File: src/rtl/fetch_unit.sv
// Instruction fetch unit: single-outstanding imem requester feeding an
// in-order prefetch queue, with redirect/flush handling via a DRAIN state.
module fetch_unit #(
  parameter int PC_W    = 11,
  parameter int INSTR_W = 32,
  parameter int DEPTH   = 4
) (
  input  logic               clk,
  input  logic               rst_n,
  input  logic               start,
  input  logic [PC_W-1:0]    start_pc,
  input  logic               redirect,
  input  logic [PC_W-1:0]    redirect_pc,
  output logic               imem_req,
  output logic [PC_W-1:0]    imem_addr,
  input  logic               imem_gnt,
  input  logic               imem_rvalid,
  input  logic [INSTR_W-1:0] imem_rdata,
  output logic               instr_valid,
  input  logic               instr_ready,
  output logic [INSTR_W-1:0] instr,
  output logic [PC_W-1:0]    instr_pc,
  output logic               busy
);

  localparam int AW = (DEPTH > 1) ? $clog2(DEPTH) : 1;
  localparam int CW = AW + 1;

  localparam logic [1:0] S_IDLE  = 2'd0;
  localparam logic [1:0] S_RUN   = 2'd1;
  localparam logic [1:0] S_DRAIN = 2'd2;

  logic [1:0]    state_q, state_d;
  logic [PC_W-1:0] fetch_pc_q, fetch_pc_d;
  logic [PC_W-1:0] req_pc_q, req_pc_d;
  logic          out_q, out_d;
  logic [AW-1:0] wptr_q, wptr_d, rptr_q, rptr_d;
  logic [CW-1:0] cnt_q, cnt_d;

  logic [DEPTH-1:0][INSTR_W-1:0] q_data_q;
  logic [DEPTH-1:0][PC_W-1:0]    q_pc_q;

  logic          push, pop, gnt_fire;
  logic [CW:0]   inflight;

  assign inflight    = {1'b0, cnt_q} + {{CW{1'b0}}, out_q};
  assign imem_req    = (state_q == S_RUN) && !out_q && (inflight < (CW+1)'(DEPTH));
  assign imem_addr   = fetch_pc_q;
  assign gnt_fire    = imem_req && imem_gnt;
  assign instr_valid = (cnt_q != '0);
  assign pop         = instr_valid && instr_ready;
  // Head is gated so empty/reset queue presents zeros rather than stale storage.
  assign instr       = instr_valid ? q_data_q[rptr_q] : '0;
  assign instr_pc    = instr_valid ? q_pc_q[rptr_q]   : '0;
  assign busy        = (state_q != S_IDLE);

  always_comb begin
    state_d    = state_q;
    fetch_pc_d = fetch_pc_q;
    req_pc_d   = req_pc_q;
    out_d      = out_q;
    wptr_d     = wptr_q;
    rptr_d     = rptr_q;
    cnt_d      = cnt_q;
    push       = 1'b0;
    case (state_q)
      S_IDLE: begin
        if (start) begin
          state_d    = S_RUN;
          fetch_pc_d = start_pc;
        end
      end
      S_RUN: begin
        if (redirect) begin
          // Flush wins over any same-cycle push or pop.
          fetch_pc_d = redirect_pc;
          cnt_d      = '0;
          wptr_d     = '0;
          rptr_d     = '0;
          if (out_q && imem_rvalid) begin
            out_d = 1'b0;
          end else if (out_q || gnt_fire) begin
            out_d   = 1'b1;
            state_d = S_DRAIN;
          end
        end else begin
          if (gnt_fire) begin
            out_d      = 1'b1;
            req_pc_d   = fetch_pc_q;
            fetch_pc_d = fetch_pc_q + 1'b1;
          end
          if (out_q && imem_rvalid) begin
            push  = 1'b1;
            out_d = 1'b0;
          end
          if (push) wptr_d = wptr_q + 1'b1;
          if (pop)  rptr_d = rptr_q + 1'b1;
          if (push && !pop)      cnt_d = cnt_q + 1'b1;
          else if (pop && !push) cnt_d = cnt_q - 1'b1;
        end
      end
      S_DRAIN: begin
        if (redirect) fetch_pc_d = redirect_pc;
        if (imem_rvalid) begin
          out_d   = 1'b0;
          state_d = S_RUN;
        end
      end
      default: state_d = S_IDLE;
    endcase
  end

  always_ff @(posedge clk or negedge rst_n) begin
    if (!rst_n) begin
      state_q    <= S_IDLE;
      fetch_pc_q <= '0;
      req_pc_q   <= '0;
      out_q      <= 1'b0;
      wptr_q     <= '0;
      rptr_q     <= '0;
      cnt_q      <= '0;
    end else begin
      state_q    <= state_d;
      fetch_pc_q <= fetch_pc_d;
      req_pc_q   <= req_pc_d;
      out_q      <= out_d;
      wptr_q     <= wptr_d;
      rptr_q     <= rptr_d;
      cnt_q      <= cnt_d;
    end
  end

  always_ff @(posedge clk) begin
    if (push) begin
      q_data_q[wptr_q] <= imem_rdata;
      q_pc_q[wptr_q]   <= req_pc_q;
    end
  end

endmodule

File: config.mk
export PLATFORM = sky130hd
export DESIGN_NAME = fetch_unit
export DESIGN_NICKNAME = d
export VERILOG_FILES = /design/src/rtl/fetch_unit.sv
export SDC_FILE = /design/constraint.sdc
export NUM_CORES = 1
export LEC_CHECK = 0
export ABC_AREA = 1
export BUFFER_PORTS_ARGS = -buffer_cell sky130_fd_sc_hd__clkbuf_2
export CORE_MARGIN = 2
export CORE_UTILIZATION = 55
export CTS_BUF_LIST = sky130_fd_sc_hd__clkbuf_8
export DETAILED_ROUTE_END_ITERATION = 6
export GPL_ROUTABILITY_DRIVEN = 0
export HOLD_SLACK_MARGIN = 0.03
export MAX_ROUTING_LAYER = met4
export PLACE_DENSITY = 0.77
export SLEW_MARGIN = 20
export SYNTH_ARGS = -nofsm -noshare
export SYNTH_HDL_FRONTEND = slang
export SYNTH_SLANG_ARGS = --single-unit
File: constraint.sdc
create_clock -name clk -period 9.38 [get_ports clk]
set_input_delay 1.876 -clock clk [delete_from_list [all_inputs] [get_ports clk]]
set_output_delay 1.876 -clock clk [all_outputs]
set_load 0.02 [all_outputs]
==> results_dict.tcl <==
set metrics [dict create \
    cts.htree.levels 2 \
    hold_path.startpoint "cnt_q[0]" \
    worstReg2RegEnd "q_data_q[9]" \
    ir_worst_vdd_uv 200 \
    synth-warning-count 0 \
    endpoint_kind "output pin" \
    drtAntennaViolNets 0 \
    startpoint "rptr_q[0]" \
    hold_violations 0 \
    vias_per_cell 5.34 \
    die_h_um 129 \
    critPathArrivalTime_ps 3070 \
    holdBufCountCts 0 \
    diodes 0 \
    fmax_ghz 0.202 \
    final_layout_size_suffix_gt1_share_pct 18.9 \
    min_to "cnt_q[0]" \
    r2r_cells 9 \
    maxCapViolCount 0 \
    insertion_delay_ps 500 \
    outcome "completed" \
    routed_wl_um 18700 \
    fp-row-count 45 \
    cp-start-kind "flop" \
    rrSetupSlack_ps 5760 \
    syn_area_um2 8650 \
    synth_edf_count 172 \
    synth-xor-area-share_pct 0.203 \
    pwr_density_cell_nw_per_um2 318 \
    yosysMostFrequentCell "nor2_1" \
    dp.cells 1092 \
    leakage_nw 3.98 \
    start_util_pct 56.7 \
    synthAdderAreaFrac_pct 1.53 \
    finalCritPeriodShare_pct 52.7 \
    synth_top_family_by_area "simple AND/OR/NAND/NOR gates" \
    synth_area_leaders "edfxtp_1 (60%), dfrtp_1 (9.3%), nor2_1 (9.0%)" \
    synth.area.mux_share_pct 0.116 \
    cts_buffer_depth 3 \
    avgSynthCellArea_um2 10.8 \
    syn_inst 797 \
    critPathRequiredTime_ps 7500 \
    ys_types 30 \
    total_power_mw 3.18 \
    syn_nets 868 \
    fp.dieW_um 129 \
    ys_seq_area_share_pct 69.0 \
    stdcell_count 1152 \
    synth_compound_gate_area_share_pct 10.1 \
    max_slew.worst_pin.slew_ps 962 \
    setup_viol 0 \
    grt_usage_pct 23.5 \
    ios 118 \
    die_area_um2 16700 \
    fin_skew_ps 12.5 \
    synth-simple-area-share_pct 15.4 \
    async_flop_share_pct 15.7 \
    min_path_cells 2 \
    drv_slew 0 \
    hp-class "reg -> reg" \
    route.detailed.drc 0 \
    cts-resized-gates 0 \
    clock_sinks 204 \
    grt_pass1_vias 6145 \
    fillers 1173 \
    grt_pass1_wl_um 29900 \
    critical_path_class "reg -> out" \
    dp_hpwl_um 11300 \
    first_pass_iters 5 \
    ys.flop_type "edfxtp_1" \
    cts_inserted_buffers 34 \
    timing.rr.start "state_q[1]" \
    crit_fanout 88 \
    setup_tns_ps 0 \
    max_slew_margin_pct 35.9 \
    vias 6150 \
    core_um2 15300 \
    rsz0062_at_grt "false" \
    syn2layout_area_growth_pct 15.6 \
    antenna_found_initial 0 \
    synth_common_cells "nor2_1 (208), edfxtp_1 (172), nand2_1 (105), o21ai_0 (102), a21oi_1 (57)" \
    post_cts_buffers 0 \
    final_nets 988 \
    synth_seq_cells 204 \
    synth_top_cell_by_area "edfxtp_1" \
    overflow 0 \
    cts_root_buf "clkbuf_8" \
    tritoncts "built" \
    initialDrtViolationCount 487 \
    wire_per_inst_um 16.2 \
    yosys.area.top_type_share_pct 59.7 \
    port_buffers 117 \
    clkTransAtPathRegs_ps 50 \
    period_needed_ps 4950 \
    grt_max_degree 89 \
]
-- metal layers --
layer / track usage, % / part of all wire (%)
met4: 7.80 / 1.7
met1: 29.5 / 42
met2: 38.9 / 49
met3: 4.58 / 7.2
met5: - / 0
-- registers in the layout, indices dropped and copies added (netlist names) --
name,cells
q_data_q,128
q_pc_q,44
imem_addr,11
req_pc_q,11
cnt_q,3
rptr_q,2
state_q,2
wptr_q,2
out_q,1
-- area by class of cell --
type	instances	area, µm²	area share (%)
sequential	204	5970	59.7
clock buffer	37	509	5.10
tap	211	264	2.64
timing repair buffer	124	638	6.39
clock inverter	23	95.1	0.952
inverter	32	120	1.20
multi-input combinational	521	2400	24.0
-- worst max-delay path: stages (launching register included) --
cell and delay (ps):
dfrtp_2 330, buf_4 680, inv_2 500, buf_4 430, o21ai_0 300, a21oi_1 130
clkbuf_2 190
-- through the flow --
stage | setup slack, ps | area [µm²] | utilization (%) | hold WS [ps]
6_report | 4430 | 9990 | 65.5 | 478
5_1_grt | 4230 | 9990 | 65.5 | 533
4_1_cts | 4340 | 9990 | 65.5 | 484
3_5_place_dp | 4530 | 9390 | 61.5 | 471
3_3_place_gp | 4680 | 9390 | 61.5 | 457
2_1_floorplan | 4570 | 8650 | - | 442
-- where the power goes --
group | switching (mW) | total (mW) | internal (mW)
Sequential | 0.115 | 1.21 | 1.10
Combinational | 0.891 | 1.27 | 0.383
Clock | 0.330 | 0.692 | 0.362
Total | 1.34 | 3.18 | 1.84
-- placed cells by master (no fill, tap or decap), drive strengths merged, types with 2 or more instances in the layout --
cell	count
edfxtp	172
buf	7
nor2	209
nand3	16
nand4	3
ha	9
inv	44
nor3	2
dfrtp	32
o21a	5
clkbuf	154
clkinvlp	2
a21oi	57
clkinv	9
o21ai	107
nand2	105
-- kinds of logic (layout without fill, tap and decap cells) --
group	Yosys count	in the layout
and+or+nand+nor	337	337
DFF	204	204
adders and majority gates	10	10
buffers and inverters	72	216
AOI/OAI and AO/OA	171	171
xor gates and xnor gates	2	2
muxes	1	1
-- worst max path at each step --
stage / to / depth (start not counted)
final: instr[30] / 6
after global routing: instr[31] / 6
after CTS: instr[30] / 6
after detailed placement: q_data_q[5] / 7
after global placement: q_data_q[5] / 7
after floorplan: q_data_q[0] / 6
No activity file was read; power rests on OpenSTA's default activity.
